[src/rtl/bsg_fifo_1r1w_rolly_mc_if.sv]
// rtl/bsg_fifo_1r1w_rolly_mc_if.sv - handshake and status bundle for the rollback FIFO
interface bsg_fifo_1r1w_rolly_mc_if #(
    parameter int width_p        = 8,
    parameter int els_p          = 5,
    parameter int commit_width_p = 1
);
    localparam int cnt_w = $clog2(els_p + 1);
    localparam int cc_w  = $clog2(commit_width_p + 1);

    logic               clr_v_i;
    logic               roll_v_i;
    logic [cc_w-1:0]    commit_cnt_i;
    logic [width_p-1:0] data_i;
    logic               v_i;
    logic               ready_o;
    logic [width_p-1:0] data_o;
    logic               v_o;
    logic               yumi_i;
    logic [cnt_w-1:0]   num_unread_o;
    logic [cnt_w-1:0]   num_uncommitted_o;
    logic [cnt_w-1:0]   num_free_o;

    // FIFO side
    modport slave (
        input  clr_v_i, roll_v_i, commit_cnt_i, data_i, v_i, yumi_i,
        output ready_o, data_o, v_o, num_unread_o, num_uncommitted_o, num_free_o
    );

    // producer/consumer side
    modport master (
        output clr_v_i, roll_v_i, commit_cnt_i, data_i, v_i, yumi_i,
        input  ready_o, data_o, v_o, num_unread_o, num_uncommitted_o, num_free_o
    );
endinterface

[src/rtl/bsg_fifo_1r1w_rolly_mc.sv]
// rtl/bsg_fifo_1r1w_rolly_mc.sv - rollback FIFO with write/read/commit pointers and multi-entry commit
module bsg_fifo_1r1w_rolly_mc #(
    parameter int width_p            = 8,
    parameter int els_p              = 5,
    parameter int commit_width_p     = 1,
    parameter int ready_THEN_valid_p = 0
) (
    input  logic                       clk_i,
    input  logic                       reset_i,
    bsg_fifo_1r1w_rolly_mc_if.slave    bus
);
    localparam int idx_w = $clog2(els_p);
    localparam int cnt_w = $clog2(els_p + 1);
    // wide enough to hold 4*els_p-1 so modular sums never overflow
    localparam int dw    = idx_w + 2;
    localparam logic [dw-1:0] els_c     = dw'(els_p);
    localparam logic [dw-1:0] two_els_c = dw'(2 * els_p);

    // pointer = wrap*els_p + idx, range 0..2*els_p-1; idx is the memory address
    typedef struct packed {
        logic             wrap;
        logic [idx_w-1:0] idx;
    } ptr_t;

    function automatic logic [dw-1:0] ptr_val(input ptr_t p);
        return dw'(p.idx) + (p.wrap ? els_c : '0);
    endfunction

    // a - b modulo 2*els_p
    function automatic logic [dw-1:0] ptr_diff(input ptr_t a, input ptr_t b);
        logic [dw-1:0] va;
        logic [dw-1:0] vb;
        va = ptr_val(a);
        vb = ptr_val(b);
        return (va >= vb) ? (va - vb) : (va + two_els_c - vb);
    endfunction

    // p + k for k <= els_p: one conditional subtract replaces the modulo
    function automatic ptr_t ptr_add(input ptr_t p, input logic [dw-1:0] k);
        logic [dw-1:0] s;
        ptr_t          r;
        s = dw'(p.idx) + k;
        if (s >= els_c) begin
            r.idx  = idx_w'(s - els_c);
            r.wrap = ~p.wrap;
        end else begin
            r.idx  = idx_w'(s);
            r.wrap = p.wrap;
        end
        return r;
    endfunction

    ptr_t wptr_r, rptr_r, cptr_r;
    ptr_t wptr_n, rptr_n, cptr_n;

    logic [width_p-1:0] mem [els_p];

    logic [dw-1:0] unread, uncommitted, in_use;
    logic [dw-1:0] avail, commit_req, commit_eff;
    logic          empty, full, enq, deq;

    assign unread      = ptr_diff(wptr_r, rptr_r);
    assign uncommitted = ptr_diff(rptr_r, cptr_r);
    assign in_use      = ptr_diff(wptr_r, cptr_r);
    assign empty       = (unread == '0);
    assign full        = (in_use == els_c);

    assign bus.ready_o = reset_i & ~bus.clr_v_i & ~full;
    assign bus.v_o     = reset_i & ~bus.roll_v_i & ~empty;
    assign bus.data_o  = mem[rptr_r.idx];

    // clr drops the write even if the producer trusted an earlier ready
    assign enq = (ready_THEN_valid_p != 0) ? (bus.v_i & reset_i & ~bus.clr_v_i)
                                           : (bus.v_i & bus.ready_o);
    assign deq = bus.yumi_i & bus.v_o;

    // an over-large commit is clamped so cptr never passes the new rptr
    assign commit_req = dw'(bus.commit_cnt_i);
    assign avail      = uncommitted + dw'(deq);
    assign commit_eff = (commit_req > avail) ? avail : commit_req;

    assign bus.num_unread_o      = reset_i ? cnt_w'(unread) : '0;
    assign bus.num_uncommitted_o = reset_i ? cnt_w'(uncommitted) : '0;
    assign bus.num_free_o        = reset_i ? cnt_w'(els_c - in_use) : cnt_w'(els_p);

    // next pointers: roll rewinds to the new commit point, clr collapses wptr onto rptr
    always_comb begin
        cptr_n = ptr_add(cptr_r, commit_eff);
        rptr_n = ptr_add(rptr_r, dw'(deq));
        wptr_n = ptr_add(wptr_r, dw'(enq));
        if (bus.roll_v_i) begin
            rptr_n = cptr_n;
        end
        if (bus.clr_v_i) begin
            wptr_n = rptr_n;
        end
    end

    // pointer registers
    always_ff @(posedge clk_i) begin
        if (!reset_i) begin
            wptr_r <= '0;
            rptr_r <= '0;
            cptr_r <= '0;
        end else begin
            wptr_r <= wptr_n;
            rptr_r <= rptr_n;
            cptr_r <= cptr_n;
        end
    end

    // storage write; read port is the combinational mux on rptr
    always_ff @(posedge clk_i) begin
        if (enq) begin
            mem[wptr_r.idx] <= bus.data_i;
        end
    end

    // protocol checks, ignored by synthesis
    always @(posedge clk_i) begin
        assert (!$isunknown(reset_i)) else $error("rolly: reset_i unknown");
        if (reset_i === 1'b1) begin
            assert (!(bus.yumi_i && !bus.v_o)) else $error("rolly: yumi_i while v_o=0");
            if (ready_THEN_valid_p != 0) begin
                assert (!(bus.v_i && !bus.ready_o)) else $error("rolly: v_i while ready_o=0");
            end
            assert (commit_req <= avail) else $error("rolly: commit overflow");
        end
    end
endmodule

[src/flat_wrapper.sv]
// flat-port wrapper written by rule: the top's interface ports become plain ports
module bsg_fifo_1r1w_rolly_mc_flat 
#(
    parameter int width_p            = 8,
    parameter int els_p              = 5,
    parameter int commit_width_p     = 1,
    parameter int ready_THEN_valid_p = 0
)
  (clk_i, reset_i, bus_clr_v_i, bus_roll_v_i, bus_commit_cnt_i, bus_data_i, bus_v_i, bus_yumi_i, bus_ready_o, bus_data_o, bus_v_o, bus_num_unread_o, bus_num_uncommitted_o, bus_num_free_o);
  bsg_fifo_1r1w_rolly_mc_if #(.width_p(width_p), .els_p(els_p), .commit_width_p(commit_width_p)) bus_i ();
  input  logic clk_i;
  input  logic reset_i;
  input wire logic [$bits(bus_i.clr_v_i)-1:0] bus_clr_v_i;
  input wire logic [$bits(bus_i.roll_v_i)-1:0] bus_roll_v_i;
  input wire logic [$bits(bus_i.commit_cnt_i)-1:0] bus_commit_cnt_i;
  input wire logic [$bits(bus_i.data_i)-1:0] bus_data_i;
  input wire logic [$bits(bus_i.v_i)-1:0] bus_v_i;
  input wire logic [$bits(bus_i.yumi_i)-1:0] bus_yumi_i;
  output wire logic [$bits(bus_i.ready_o)-1:0] bus_ready_o;
  output wire logic [$bits(bus_i.data_o)-1:0] bus_data_o;
  output wire logic [$bits(bus_i.v_o)-1:0] bus_v_o;
  output wire logic [$bits(bus_i.num_unread_o)-1:0] bus_num_unread_o;
  output wire logic [$bits(bus_i.num_uncommitted_o)-1:0] bus_num_uncommitted_o;
  output wire logic [$bits(bus_i.num_free_o)-1:0] bus_num_free_o;
  assign bus_i.clr_v_i = bus_clr_v_i;
  assign bus_i.roll_v_i = bus_roll_v_i;
  assign bus_i.commit_cnt_i = bus_commit_cnt_i;
  assign bus_i.data_i = bus_data_i;
  assign bus_i.v_i = bus_v_i;
  assign bus_i.yumi_i = bus_yumi_i;
  assign bus_ready_o = bus_i.ready_o;
  assign bus_data_o = bus_i.data_o;
  assign bus_v_o = bus_i.v_o;
  assign bus_num_unread_o = bus_i.num_unread_o;
  assign bus_num_uncommitted_o = bus_i.num_uncommitted_o;
  assign bus_num_free_o = bus_i.num_free_o;
  bsg_fifo_1r1w_rolly_mc #(.width_p(width_p), .els_p(els_p), .commit_width_p(commit_width_p), .ready_THEN_valid_p(ready_THEN_valid_p)) u_core (.clk_i(clk_i), .reset_i(reset_i), .bus(bus_i));
endmodule
[config.mk]
export PLATFORM = sky130hd
export DESIGN_NAME = bsg_fifo_1r1w_rolly_mc_flat
export DESIGN_NICKNAME = d
export VERILOG_FILES = /design/src/rtl/bsg_fifo_1r1w_rolly_mc_if.sv /design/src/rtl/bsg_fifo_1r1w_rolly_mc.sv /design/src/flat_wrapper.sv
export SDC_FILE = /design/constraint.sdc
export NUM_CORES = 1
export LEC_CHECK = 0
export ABC_AREA = 0
export CORE_ASPECT_RATIO = 0.5
export CORE_MARGIN = 8
export CORE_UTILIZATION = 28
export DETAILED_ROUTE_END_ITERATION = 10
export HOLD_SLACK_MARGIN = 0.03
export SKIP_CTS_REPAIR_TIMING = 1
export SYNTH_ARGS = -nofsm -noshare
export SYNTH_HDL_FRONTEND = slang
export SYNTH_SLANG_ARGS = --single-unit
[constraint.sdc]
create_clock -name clk_i -period 7.8 [get_ports clk_i]
set_input_delay 1.95 -clock clk_i [delete_from_list [all_inputs] [get_ports clk_i]]
set_output_delay 1.95 -clock clk_i [all_outputs]
set_load 0.02 [all_outputs]
==> impl_metrics.toml <==
[logic_synthesis]
netlist_instances = 339
syn_area_per_cell_sq_um = 11.4
synth.top_cell.area_share_pct = 31.2
synth_area_leaders = "edfxtp_1 31%, ha_1 15%, dfxtp_1 6.2%, fa_1 4.7%, mux4_2 4.7%"
synth_edf_count = 40
synth-warning-count = 0
syn-cell-area_sq_um = 3850
seq_area_frac_synth_pct = 37.4
yosysUniqueCellTypes = 55
yosysTopAreaCell = "edfxtp_1"
synth-seq-cells = 52
async_reset_ff_share_pct = 0
ys.flop_type = "edfxtp_1"

[timing]
max_slew_margin_pct = 55.5
hold_viol_final = 0
worst_slew_pin_slew_ns = 0.663
rsz0062_at_grt = "false"
period_minus_slack_ns = 6.72
min_period_over_period_pct = 86.2
finClkSkew_ns = 0.00399
max_clock_freq_ghz = 0.149
fin_tns_setup_ns = 0
setup_viol = 0
final-max-slew-violation-count = 0

[setup_path]
critPathLaunchType = "register"
crit_path_frequent_cell = "ha_1"
worst_r2r_endpoint = "u_core.wptr_r[2]"
end_kind = "register"
critical_path.top_delay_family = "adder cells"
cp.arrival_ns = 6.90
critPathMaxStageDelay_ns = 0.50
cp.required_ns = 7.98
reg2reg_slack_ns = 1.08
path_max_fanout = 8
worst-setup-path-type = "register to register"
slowest_stage = "ha_1"
rr_worst_depth = 29
path_buf_inv = 3
r2r_start = "u_core.wptr_r[0]"

[grt]
grt_pass1_vias = 2655
use_met1_pct = 11.0
antenna_found_initial = 0
grt_usage_pct = 8.81
grt_pass1_wl_um = 13100
top_usage_layer = "met2"
grtUsageMet3_pct = 1.25
grt_overflow_total = 0
grtUsageMet2_pct = 15.7
grt_max_degree = 19

[clock_tree]
cts_tree = "built"
clkLatencyLatePin_ns = 0.29
clk_path_buf_depth = 2
cts_num_sinks = 52
path_clk_slew_ns = 0.06
htree_levels = 2
cts_buffers = 5
cts-root-buf = "clkbuf_16"

[final_layout]
multi_input_area_sq_um = 2290
instances_no_fill = 559
regArea_sq_um = 1440
layout_common_cells = "46 x ha_1, 40 x edfxtp_1, 33 x clkdlybuf4s50_1"
final_area_sq_um = 4600
drive_gt1_share_pct = 10.7
diodes = 0
n_fill_cell = 1356
layout.nets = 452
area_growth_pct = 19.3
mostFrequentLayoutCell = "ha_1"

[floorplanning]
die-area_sq_um = 18000
core_area_sq_um = 13500
die_y_um = 99.0
start_util_pct = 28.5
dieWidth_um = 182
rows = 30
ios = 34

[route]
via_count = 2612
drtPass1Iterations = 4
viasPerCell = 4.67
wl_per_cell_um = 13.9
antenna_left = 0
route.detailed.drc = 0
drtIter0Drc = 98
wl_um = 7770

[place]
dp_hpwl_um = 6070
dp.cells = 551
post_dp_cell_area_sq_um = 4440
portBuffers = 33
gp_congestion = 0.795

[job]
cap_violations = 0

[worst_hold_path]
holdPathStages = 2
hold_path_startpoint = "u_core.wptr_r[3]"
holdCritPathClass = "register to register"
hold_end = "u_core.wptr_r[3]"

[status]
outcome = "finished, final reports clean"
[tightest hold or removal path, stage by stage (launching register included)]
cell	delay (ns)
dfxtp_1	0.34
xor2_1	0.16
o22a_1	0.15
[cells in the mapped netlist (2+ instances only)]
cell type / n
a21o_1: 4
nor3_1: 4
o21bai_1: 4
maj3_1: 2
inv_1: 28
a31oi_1: 3
nand2_1: 14
mux2_2: 10
nor2_1: 17
a31o_2: 2
dfxtp_1: 12
fa_1: 9
mux2i_1: 5
a21oi_1: 13
nand3_1: 2
xor2_1: 7
and2_1: 11
clkbuf_1: 4
a41oi_1: 2
a221oi_1: 3
mux4_2: 8
xnor2_1: 20
and3_1: 3
conb_1: 2
o22a_1: 5
o21ai_0: 15
nand2b_1: 9
edfxtp_1: 40
o31ai_1: 2
nor3b_1: 4
ha_1: 46
nor2b_1: 6
[worst max-delay path by stage]
| stage | startpoint | cells past startpoint | slack (ns) | to |
|---|---|---|---|---|
| finish | u_core.wptr_r[0] | 29 | 1.08 | u_core.wptr_r[2] |
| global route | u_core.wptr_r[0] | 29 | 0.63 | u_core.wptr_r[2] |
| CTS | u_core.wptr_r[0] | 29 | 1.04 | u_core.wptr_r[2] |
| detailed placement | bus_roll_v_i | 24 | 0.81 | u_core.wptr_r[2] |
| global placement | bus_roll_v_i | 24 | 0.95 | u_core.wptr_r[2] |
| floorplan | u_core.rptr_r[0] | 29 | 1.18 | u_core.wptr_r[2] |
[cells by family after synthesis]
logic type / count (synthesis) / share of synthesized area [%]
multiplexers: 24 / 9.28
AO/OA/AOI/OAI: 64 / 11.3
flip-flops: 52 / 37.4
other: 2 / 0.195
XOR/XNOR: 29 / 6.98
AND/OR/NAND/NOR: 78 / 11.4
buffers and inverters: 33 / 3.41
adder cells (fa/ha/maj): 57 / 20.1
[routing by layer]
metal | vias to the layer above | share of wire [%]
met5 | - | 0
met4 | 0 | 0.93
met3 | 6 | 2.4
met2 | 28 | 48
met1 | 1259 | 48
li1 | 1319 | -
[cell type report]
class,count,share of cell area [%]
repair buffers,40,8.32
clock inverters,2,0.762
flip-flops and latches,52,31.3
well taps,176,4.79
clock buffers,6,2.80
multi-input cells,255,49.7
inverters,28,2.29
[sequential cells by signal, summed over array words and instances, names as in the netlist]
name	flops
u_core.cptr_r	4
u_core.rptr_r	4
u_core.wptr_r	4
u_core.mem	40
[metrics by stage]
step	utilization (%)	hold WS, ns	worst slack [ns]
2_1_floorplan	-	0.610	1.18
3_3_place_gp	32.8	0.643	0.953
3_5_place_dp	32.8	0.645	0.806
4_1_cts	34.0	0.665	1.04
5_1_grt	34.0	0.703	0.628
6_report	34.0	0.671	1.08
Power is left out: the tool's default activity adds up to more than one toggle a clock period on the data nets, which glitch-free logic cannot reach.
